===== src/rtl/dsp_systolic_feeder_if.sv =====
// rtl/dsp_systolic_feeder_if.sv - operand-in and result-out handshake bundle for dsp_systolic_feeder
//
// Signals:
//   in_valid/in_ready/in_ax/in_ay/in_tag   operand vector stream into the feeder
//   res_valid/res_ready/res_data/res_tag   result stream out of the feeder
// Modports: master = producer/consumer side, slave = feeder side.
interface dsp_systolic_feeder_if #(
    parameter int NUM            = 8,
    parameter int AX_WIDTH       = 18,
    parameter int AY_WIDTH       = 18,
    parameter int RESULT_A_WIDTH = 64,
    parameter int TAG_WIDTH      = 8
);
    logic                      in_valid;
    logic                      in_ready;
    logic [NUM*AX_WIDTH-1:0]   in_ax;
    logic [NUM*AY_WIDTH-1:0]   in_ay;
    logic [TAG_WIDTH-1:0]      in_tag;
    logic                      res_valid;
    logic                      res_ready;
    logic [RESULT_A_WIDTH-1:0] res_data;
    logic [TAG_WIDTH-1:0]      res_tag;

    modport master (
        output in_valid, in_ax, in_ay, in_tag, res_ready,
        input  in_ready, res_valid, res_data, res_tag
    );

    modport slave (
        input  in_valid, in_ax, in_ay, in_tag, res_ready,
        output in_ready, res_valid, res_data, res_tag
    );
endinterface


===== src/rtl/dsp_systolic_feeder.sv =====
// rtl/dsp_systolic_feeder.sv - skewing front-end and credit-protected result back-end for a systolic MAC chain
//
// Ports:
//   clk, rst_n        clock, asynchronous active-low reset
//   bus (slave)       operand vector stream in, tagged result stream out
//   ax[NUM], ay[NUM]  registered, per-lane skewed operands to the chain
//   chain_result      chain output, captured LAT+1 cycles after issue
//   busy              any vector buffered, in flight or unread
//   stat_issued, stat_credit_stall, stat_in_stall
//                     saturating 32-bit counters, present only with DSP_SYSTOLIC_FEEDER_STATS_EN
module dsp_systolic_feeder #(
    parameter int NUM            = 8,
    parameter int AX_WIDTH       = 18,
    parameter int AY_WIDTH       = 18,
    parameter int PIPELINE       = 3,
    parameter int RESULT_A_WIDTH = 64,
    parameter int TAG_WIDTH      = 8,
    parameter int IN_DEPTH       = 4,
    parameter int RES_DEPTH      = 4,
    parameter int LAT            = NUM + PIPELINE - 1
) (
    input  logic                      clk,
    input  logic                      rst_n,
    dsp_systolic_feeder_if.slave      bus,
    output logic [AX_WIDTH-1:0]       ax [NUM],
    output logic [AY_WIDTH-1:0]       ay [NUM],
    input  logic [RESULT_A_WIDTH-1:0] chain_result,
    output logic                      busy
`ifdef DSP_SYSTOLIC_FEEDER_STATS_EN
    ,
    output logic [31:0]               stat_issued,
    output logic [31:0]               stat_credit_stall,
    output logic [31:0]               stat_in_stall
`endif
);
    localparam int IN_AW  = $clog2(IN_DEPTH);
    localparam int RES_AW = $clog2(RES_DEPTH);
    localparam int IN_W   = TAG_WIDTH + NUM*AX_WIDTH + NUM*AY_WIDTH;
    localparam int RES_W  = TAG_WIDTH + RESULT_A_WIDTH;
    localparam logic [IN_AW:0]  IN_FULL   = (IN_AW+1)'(IN_DEPTH);
    localparam logic [RES_AW:0] CREDIT_INIT = (RES_AW+1)'(RES_DEPTH);

    if (NUM % 2 != 0) begin : g_chk_num
        $fatal(1, "dsp_systolic_feeder: NUM must be even");
    end
    if (PIPELINE < 2 || PIPELINE > 4) begin : g_chk_pipe
        $fatal(1, "dsp_systolic_feeder: PIPELINE must be 2..4");
    end
    if (IN_DEPTH < 2 || (IN_DEPTH & (IN_DEPTH - 1)) != 0) begin : g_chk_in
        $fatal(1, "dsp_systolic_feeder: IN_DEPTH must be a power of 2, at least 2");
    end
    if (RES_DEPTH < 2 || (RES_DEPTH & (RES_DEPTH - 1)) != 0) begin : g_chk_res
        $fatal(1, "dsp_systolic_feeder: RES_DEPTH must be a power of 2, at least 2");
    end

    // ---------------- input FIFO ----------------
    logic [IN_W-1:0]  in_mem [IN_DEPTH];
    logic [IN_AW-1:0] in_wr_ptr, in_rd_ptr;
    logic [IN_AW:0]   in_cnt;
    logic [RES_AW:0]  credits;
    logic             in_wr_en, issue;
    logic [IN_W-1:0]  head;
    logic [NUM*AX_WIDTH-1:0] head_ax;
    logic [NUM*AY_WIDTH-1:0] head_ay;
    logic [TAG_WIDTH-1:0]    head_tag;

    // Gated by rst_n so the producer sees not-ready for the whole reset.
    assign bus.in_ready = rst_n && (in_cnt != IN_FULL);
    assign in_wr_en     = bus.in_valid && bus.in_ready;
    assign issue        = (in_cnt != '0) && (credits != '0);

    assign head     = in_mem[in_rd_ptr];
    assign head_tag = head[IN_W-1 -: TAG_WIDTH];
    assign head_ax  = head[NUM*AY_WIDTH +: NUM*AX_WIDTH];
    assign head_ay  = head[0 +: NUM*AY_WIDTH];

    always_ff @(posedge clk) begin
        if (in_wr_en) in_mem[in_wr_ptr] <= {bus.in_tag, bus.in_ax, bus.in_ay};
    end

    always_ff @(posedge clk or negedge rst_n) begin
        if (!rst_n) begin
            in_wr_ptr <= '0;
            in_rd_ptr <= '0;
            in_cnt    <= '0;
        end else begin
            if (in_wr_en) in_wr_ptr <= in_wr_ptr + 1'b1;
            if (issue)    in_rd_ptr <= in_rd_ptr + 1'b1;
            case ({in_wr_en, issue})
                2'b10:   in_cnt <= in_cnt + 1'b1;
                2'b01:   in_cnt <= in_cnt - 1'b1;
                default: in_cnt <= in_cnt;
            endcase
        end
    end

    // ---------------- skew lines ----------------
    // Lane k has k+1 stages so its operand reaches the chain k cycles after lane 0.
    // A cycle without issue loads zeros, so bubbles add nothing to the chain sum.
    for (genvar k = 0; k < NUM; k++) begin : g_lane
        logic [AX_WIDTH-1:0] xs [k+1];
        logic [AY_WIDTH-1:0] ys [k+1];

        always_ff @(posedge clk or negedge rst_n) begin
            if (!rst_n) begin
                for (int j = 0; j <= k; j++) begin
                    xs[j] <= '0;
                    ys[j] <= '0;
                end
            end else begin
                xs[0] <= issue ? head_ax[k*AX_WIDTH +: AX_WIDTH] : '0;
                ys[0] <= issue ? head_ay[k*AY_WIDTH +: AY_WIDTH] : '0;
                for (int j = 1; j <= k; j++) begin
                    xs[j] <= xs[j-1];
                    ys[j] <= ys[j-1];
                end
            end
        end

        assign ax[k] = xs[k];
        assign ay[k] = ys[k];
    end

    // ---------------- valid/tag tracking ----------------
    // Bit LAT is high in exactly the cycle the chain presents this vector's sum.
    logic [LAT:0]         vld_sr;
    logic [TAG_WIDTH-1:0] tag_sr [LAT+1];

    always_ff @(posedge clk or negedge rst_n) begin
        if (!rst_n) begin
            vld_sr <= '0;
            for (int j = 0; j <= LAT; j++) tag_sr[j] <= '0;
        end else begin
            vld_sr    <= {vld_sr[LAT-1:0], issue};
            tag_sr[0] <= head_tag;
            for (int j = 1; j <= LAT; j++) tag_sr[j] <= tag_sr[j-1];
        end
    end

    // ---------------- result FIFO and credits ----------------
    logic [RES_W-1:0]  res_mem [RES_DEPTH];
    logic [RES_AW-1:0] res_wr_ptr, res_rd_ptr;
    logic [RES_AW:0]   res_cnt;
    logic              res_wr, res_pop;

    assign res_wr        = vld_sr[LAT];
    assign bus.res_valid = (res_cnt != '0);
    assign res_pop       = bus.res_valid && bus.res_ready;
    assign bus.res_data  = bus.res_valid ? res_mem[res_rd_ptr][RESULT_A_WIDTH-1:0] : '0;
    assign bus.res_tag   = bus.res_valid ? res_mem[res_rd_ptr][RES_W-1 -: TAG_WIDTH] : '0;

    always_ff @(posedge clk) begin
        if (res_wr) res_mem[res_wr_ptr] <= {tag_sr[LAT], chain_result};
    end

    // Credits count free result slots not yet claimed by an issued vector,
    // so a captured chain result always has room.
    always_ff @(posedge clk or negedge rst_n) begin
        if (!rst_n) begin
            res_wr_ptr <= '0;
            res_rd_ptr <= '0;
            res_cnt    <= '0;
            credits    <= CREDIT_INIT;
        end else begin
            if (res_wr)  res_wr_ptr <= res_wr_ptr + 1'b1;
            if (res_pop) res_rd_ptr <= res_rd_ptr + 1'b1;
            case ({res_wr, res_pop})
                2'b10:   res_cnt <= res_cnt + 1'b1;
                2'b01:   res_cnt <= res_cnt - 1'b1;
                default: res_cnt <= res_cnt;
            endcase
            case ({issue, res_pop})
                2'b10:   credits <= credits - 1'b1;
                2'b01:   credits <= credits + 1'b1;
                default: credits <= credits;
            endcase
        end
    end

    assign busy = (in_cnt != '0) || (|vld_sr) || (res_cnt != '0);

`ifdef DSP_SYSTOLIC_FEEDER_STATS_EN
    always_ff @(posedge clk or negedge rst_n) begin
        if (!rst_n) begin
            stat_issued       <= '0;
            stat_credit_stall <= '0;
            stat_in_stall     <= '0;
        end else begin
            if (issue && stat_issued != '1)
                stat_issued <= stat_issued + 1'b1;
            if ((in_cnt != '0) && (credits == '0) && stat_credit_stall != '1)
                stat_credit_stall <= stat_credit_stall + 1'b1;
            if (bus.in_valid && !bus.in_ready && stat_in_stall != '1)
                stat_in_stall <= stat_in_stall + 1'b1;
        end
    end
`endif
endmodule


===== src/flat_wrapper.sv =====
// flat-port wrapper written by rule: the top's interface ports become plain ports
module dsp_systolic_feeder_flat 
#(
    parameter int NUM            = 8,
    parameter int AX_WIDTH       = 18,
    parameter int AY_WIDTH       = 18,
    parameter int PIPELINE       = 3,
    parameter int RESULT_A_WIDTH = 64,
    parameter int TAG_WIDTH      = 8,
    parameter int IN_DEPTH       = 4,
    parameter int RES_DEPTH      = 4,
    parameter int LAT            = NUM + PIPELINE - 1
)
  (clk, rst_n, ax, ay, chain_result, busy, bus_in_valid, bus_in_ax, bus_in_ay, bus_in_tag, bus_res_ready, bus_in_ready, bus_res_valid, bus_res_data, bus_res_tag);
  dsp_systolic_feeder_if #(.NUM(NUM), .AX_WIDTH(AX_WIDTH), .AY_WIDTH(AY_WIDTH), .RESULT_A_WIDTH(RESULT_A_WIDTH), .TAG_WIDTH(TAG_WIDTH)) bus_i ();
  input  logic clk;
  input  logic rst_n;
  output logic [AX_WIDTH-1:0] ax[NUM];
  output logic [AY_WIDTH-1:0] ay[NUM];
  input  logic [RESULT_A_WIDTH-1:0] chain_result;
  output logic busy;
  input wire logic [$bits(bus_i.in_valid)-1:0] bus_in_valid;
  input wire logic [$bits(bus_i.in_ax)-1:0] bus_in_ax;
  input wire logic [$bits(bus_i.in_ay)-1:0] bus_in_ay;
  input wire logic [$bits(bus_i.in_tag)-1:0] bus_in_tag;
  input wire logic [$bits(bus_i.res_ready)-1:0] bus_res_ready;
  output wire logic [$bits(bus_i.in_ready)-1:0] bus_in_ready;
  output wire logic [$bits(bus_i.res_valid)-1:0] bus_res_valid;
  output wire logic [$bits(bus_i.res_data)-1:0] bus_res_data;
  output wire logic [$bits(bus_i.res_tag)-1:0] bus_res_tag;
  assign bus_i.in_valid = bus_in_valid;
  assign bus_i.in_ax = bus_in_ax;
  assign bus_i.in_ay = bus_in_ay;
  assign bus_i.in_tag = bus_in_tag;
  assign bus_i.res_ready = bus_res_ready;
  assign bus_in_ready = bus_i.in_ready;
  assign bus_res_valid = bus_i.res_valid;
  assign bus_res_data = bus_i.res_data;
  assign bus_res_tag = bus_i.res_tag;
  dsp_systolic_feeder #(.NUM(NUM), .AX_WIDTH(AX_WIDTH), .AY_WIDTH(AY_WIDTH), .PIPELINE(PIPELINE), .RESULT_A_WIDTH(RESULT_A_WIDTH), .TAG_WIDTH(TAG_WIDTH), .IN_DEPTH(IN_DEPTH), .RES_DEPTH(RES_DEPTH), .LAT(LAT)) u_core (.clk(clk), .rst_n(rst_n), .bus(bus_i), .ax(ax), .ay(ay), .chain_result(chain_result), .busy(busy));
endmodule

===== config.mk =====
export PLATFORM = sky130hd
export DESIGN_NAME = dsp_systolic_feeder_flat
export DESIGN_NICKNAME = d
export VERILOG_FILES = /design/src/rtl/dsp_systolic_feeder_if.sv /design/src/rtl/dsp_systolic_feeder.sv /design/src/flat_wrapper.sv
export SDC_FILE = /design/constraint.sdc
export NUM_CORES = 2
export LEC_CHECK = 0
export ABC_AREA = 1
export CORE_MARGIN = 8
export CORE_UTILIZATION = 40
export DETAILED_ROUTE_END_ITERATION = 7
export PLACE_DENSITY_LB_ADDON = 0.15
export SKIP_LAST_GASP = 1
export SLEW_MARGIN = 10
export SYNTH_ARGS = -nofsm -noshare
export SYNTH_HDL_FRONTEND = slang
export SYNTH_SLANG_ARGS = --single-unit

===== constraint.sdc =====
create_clock -name clk -period 16.82 [get_ports clk]
set_clock_uncertainty 0.05 [all_clocks]
set_input_delay 3.364 -clock clk [delete_from_list [all_inputs] [get_ports clk]]
set_output_delay 3.364 -clock clk [all_outputs]
set_load 0.02 [all_outputs]

* After elaboration in Yosys (flattened, before gate mapping)
Memories as Yosys holds them, arrays and structs flattened.
Index checks and enable logic that the tools add are counted.
** Operators by class
- Equality and inequality tests :: 7
- Mux-type cells :: 25
- Reduce and logical (&&, ||, !) cells :: 13
- Add/sub/neg operators :: 10
** Operators with widths (number)
- $mux 18 :: 16
- $mux 64 :: 1
- $pmux 3 s2 :: 3
- $reduce_or 11->1 :: 1
- $add 3x1->3 const B :: 3
- $reduce_bool 3->1 :: 3
- $sub 3x1->3 const B :: 3
- $add 2x1->2 const B :: 4
- $mux 8 :: 1
- $eq 2x1->1 const B :: 3
- $eq 2x2->1 const B :: 3
- $reduce_bool 2->1 :: 3
- $logic_and 1x1->1 :: 4
- $mux 1 :: 4
- $ne 3x3->1 const B :: 1
- $logic_or 1x1->1 :: 2
** Word-level totals
- RAM bits :: 1472
- Logic and storage cells :: 148
- Bits in registers :: 1412
- Memories kept :: 2
- Output and inout bits :: 363
- Input port bits :: 364
** Memory list
- u_core.in_mem :: depth 4, bits a word 296, rd ports 1, clocked after memory_dff 0, wr ports 1, line dsp_systolic_feeder.sv:57 : logic [IN_W-1:0] in_mem [IN_DEPTH];
- u_core.res_mem :: depth 4, bits a word 72, rd ports 1, clocked after memory_dff 0, wr ports 1, line dsp_systolic_feeder.sv:141 : logic [RES_W-1:0] res_mem [RES_DEPTH];

* Logic depth before layout (Yosys ltp)
- Depth in word-level cells :: 5
- Mapped depth :: 13
- Mapped depth without buffers :: 12

* Least setup slack after synthesis
No wires, ideal clock.
- Path kind :: in2reg
- From :: input port bus_in_valid
- To :: memory u_core.in_mem[0][0] (netlist bit), enable pin
- Buffers on the path :: 0
- Data required time :: 15.809 ns
- Path slack :: -0.041 ns
- Stages on the path :: 2
- Data arrival time :: 15.851 ns
- Setup time :: 0.961 ns
- Cell sequence :: nand3_1 nor2_1
** Between the ends
- Longest elaborated chain between the ends :: 3
** Ends and longest elaborated chain
- start: declaration :: line flat_wrapper.sv:22 : input wire logic [$bits(bus_i.in_valid)-1:0] bus_in_valid;
- $logic_and 1x1->1 :: line dsp_systolic_feeder.sv:69 : assign in_wr_en = bus.in_valid && bus.in_ready;
- $mux 1 :: line dsp_systolic_feeder.sv:78 : if (in_wr_en) in_mem[in_wr_ptr] <= {bus.in_tag, bus.in_ax, bus.in_ay};
- $mux 1 (not written as such) :: line dsp_systolic_feeder.sv:78
- end: declaration :: line dsp_systolic_feeder.sv:57
Every way passes these cells.

* Worst setup path after layout
- From :: register u_core.res_rd_ptr[0]
- To :: output port bus_res_data[24]
** Between the ends
- Longest elaborated chain between the ends :: 2
** Ends and longest elaborated chain
- start: declaration :: line dsp_systolic_feeder.sv:142 : logic [RES_AW-1:0] res_wr_ptr, res_rd_ptr;
- start signal: assignment :: line dsp_systolic_feeder.sv:166 : if (res_pop) res_rd_ptr <= res_rd_ptr + 1'b1;
- $mem_v2 4x72
- $mux 64 :: line dsp_systolic_feeder.sv:149 : assign bus.res_data = bus.res_valid ? res_mem[res_rd_ptr][RESULT_A_WIDTH-1:0] : '0;
- end: declaration :: line flat_wrapper.sv:29 : output wire logic [$bits(bus_i.res_data)-1:0] bus_res_data;
Every way passes these cells.

==> results.tsv <==
stage	metric	value	unit
global_routing	grt met1 use	0.222	
cts	CTS Sinks	2884	
critical_path	Worst R2R Path Depth	7	
synthesis	Async SR Flop Fraction	0.490	
cts	root cell of the clock tree	clkbuf_16	
sta	Worst slew margin	0.233	
synthesis	Mapped Nets	7930	
synthesis	flops & latches, synth	2884	
synthesis	post-synthesis instance total	7552	
critical_path	CP Launch Type	flip-flop	
sta	fin crit share	0.482	
critical_path	FF-to-FF End	u_core.in_mem[0][167]	
sta	post-layout min period	8100	ps
global_routing	met2 usage	0.259	
pwr	Leak	0.0525	uW
critical_path	Worst R2R Setup Slack	12530	ps
global_routing	grt ovf	0	
sta	Slew @ Worst Pin	1150	ps
sta	hold slack	233	ps
cts	post-CTS setup buffer count	0	
synthesis	Post-synth top flop	edfxtp_1	
cts	CTS resizes	0	
global_routing	GRT Overall Usage	0.167	
critical_path	slowest library cell on the worst path	dfrtp_4	
floorplanning	# IOs	727	
synthesis	Seq/Total Area, Yosys	0.796	
synthesis	Synth Cell Area	0.100	mm2
cts	CTS tree	built	
critical_path	critical path class	reg2out	
sta	final setup violation count	0	
pwr	Power Dens Cells	187	mW/mm2
pwr	sequential power share	0.463	
cts	hold buffers post-CTS	0	
global_routing	Global Route met3 Usage	0.0557	
hold_path	hold path cells	0	
routing	drt pass-1 iters	5	
final_layout	area occupied by registers	0.0796	mm2
pwr	Comb power frac	0.241	
final_layout	NumNets Final	8508	
critical_path	Arr. time, crit path	4690	ps
sta	max-slew violation count	0	
floorplanning	Core Region	0.249	mm2
placement	DP Wirelength	129	mm
final_layout	commonest non-fill, non-tap cell in the layout	nand2_1	
routing	mean routed wirelength per cell	19.2	um
critical_path	crit-path cells	clkinv_2 -> buf_4 -> nand2_1 -> nand3_1 -> a21oi_1 -> clkdlybuf4s50_1	
final_layout	share of layout cells above drive strength 1	0.0646	
routing	Routed WL	225	mm
synthesis	Yosys cell types	25	
routing	routed via count	52300	
routing	DRC viols	0	
floorplanning	initial core utilization	0.402	
outcome	status	completed	
floorplanning	overall die width	516	um
pwr	Switching Share	0.313	
global_routing	initial antenna violation count	101	
sta	fmax	123	MHz
sta	Final Hold Viols	0	
pwr	worst vdd ir	0.136	mV
synthesis	Avg Synthesized Cell Area	13.2	um2
hold_path	Worst Hold End	u_core.g_lane[5].xs[70]	
pwr	Psw	6980	uW
placement	port buffer count	726	
cts	Clock Tree Buf Depth	4	
synthesis	synth warn	0	
run	total of max-cap violations	0	
critical_path	Worst R2R Start	u_core.in_cnt[0]	
sta	RSZ-0062 raised after global routing	no	
critical_path	CP max stage delay	860	ps
final_layout	area grow syn2layout	19.1	%
cts	clock latency on the worst-skew pair	930	ps
critical_path	CP max FO	94	
floorplanning	die height	516	um
placement	GPL Wtd Cong	0.756	
global_routing	grt peak-use layer	met2	
final_layout	Fillers	21400	
routing	Final ANT Viol Nets	0	
routing	vias per cell	4.46	
synthesis	Post-synth EDFFs	1472	
pwr	Pint	15300	uW
cts	clock-pin slew on the worst setup and hold paths	60	ps
final_layout	most frequent cells in the layout	nand2_1, edfxtp_1, inv_1	
cts	Max H-tree Level	5	
routing	DRT iter0 DRCs	3778	
cts	CTS Buf Count	316	
hold_path	Worst Min Path Start	u_core.g_lane[5].xs[88]	
critical_path	WP data required	13410	ps
critical_path	CP endpoint kind	output port	
final_layout	multi-input logic area	0.0116	mm2
floorplanning	DIE AREA	0.266	mm2
pwr	Pwr Total	22300	uW
global_routing	largest net degree at the start of global routing	195	
global_routing	first-pass GRT wire length	339	mm
floorplanning	Site Rows	183	
hold_path	Hold Crit Class	reg2reg	
global_routing	vias in the first global route	53100	
pwr	clock network fraction of design power	0.296	
logic make-up after synthesis:
group / count (synthesis) / synth area share
buffers and inverters: 2010 / 0.0885
and+or+nand+nor: 2249 / 0.0938
DFF: 2884 / 0.796
AOI/OAI and AO/OA: 389 / 0.0195
adders and majority gates: 14 / 0.00198
xor gates and xnor gates: 6 / 0.000526
metal layers:
metal	wire, um	vias to the layer above
met5	409	-
met4	6720	64
met3	17700	459
met2	103000	1343
met1	97600	25600
li1	-	24900
worst max-delay path: cells and delay by family, from the launching register on:
family,cells,cell delay [ps]
AND/OR/NAND/NOR,2,280
AO/OA/AOI/OAI,1,310
flip-flops,1,860
buffers and inverters,3,2130
per-stage QoR:
stage	worst slack (ps)	instance area, um2	TNS, ps	instances	utilization
floorplan	-41.4	100000	-48970	7552	-
finish	8720	119000	0	11700	0.479
detailed placement	8920	109000	0	11100	0.438
global placement	8950	109000	0	11100	0.438
global route	8490	119000	0	11700	0.479
CTS	8690	119000	0	11700	0.478
flip-flops by register name (all words and copies together), names as in the netlist:
signal / flops
u_core.ax: 126
u_core.ay: 126
u_core.credits: 3
u_core.g_lane.xs: 522
u_core.g_lane.ys: 522
u_core.in_cnt: 3
u_core.in_mem: 1184
u_core.in_rd_ptr: 2
u_core.in_wr_ptr: 2
u_core.res_cnt: 3
u_core.res_mem: 288
u_core.res_rd_ptr: 2
u_core.res_wr_ptr: 2
u_core.tag_sr: 88
u_core.vld_sr: 11
power by group through the flow:
stage	Combinational, uW	Clock (uW)	Sequential, uW
after floorplan	3530	0	10300
after detailed placement	5470	0	10500
final	5370	6610	10300
after global routing	5910	7100	10500
after global placement	5420	0	10500
after CTS	5490	6820	10400
cell usage after synthesis, types with 2 or more instances:
cell type | instances | area share
a21oi_1 | 360 | 0.018
buf_1 | 2 | 0.000075
buf_2 | 231 | 0.012
buf_4 | 258 | 0.019
buf_6 | 5 | 0.00056
clkbuf_1 | 38 | 0.0014
dfrtp_1 | 1411 | 0.35
edfxtp_1 | 1472 | 0.44
fa_1 | 3 | 0.00060
ha_1 | 11 | 0.0014
inv_1 | 1470 | 0.055
inv_2 | 5 | 0.00019
nand2_1 | 1477 | 0.055
nand3_1 | 729 | 0.037
nand4_1 | 5 | 0.00031
nor2_1 | 35 | 0.0013
o21ai_0 | 28 | 0.0014
xnor2_1 | 5 | 0.00044
how the worst max path moves through the flow:
stage / startpoint / to / slack [ps]
floorplan: bus_in_valid / u_core.in_mem[0][0] / -40
global placement: rst_n / bus_in_ready / 8950
detailed placement: rst_n / bus_in_ready / 8920
CTS: u_core.res_rd_ptr[0] / bus_res_data[24] / 8690
global route: u_core.res_rd_ptr[0] / bus_res_data[24] / 8490
finish: u_core.res_rd_ptr[0] / bus_res_data[24] / 8720
area by class of cell:
class / instances / area share
sequential: 2884 / 0.668
multi-input combinational: 2658 / 0.0975
clock buffer: 465 / 0.0786
timing repair buffer: 794 / 0.0670
inverter: 1476 / 0.0468
tap: 3330 / 0.0350
clock inverter: 92 / 0.00593
antenna: 50 / 0.00105
Note: power is estimated with default switching activity, not from simulation.
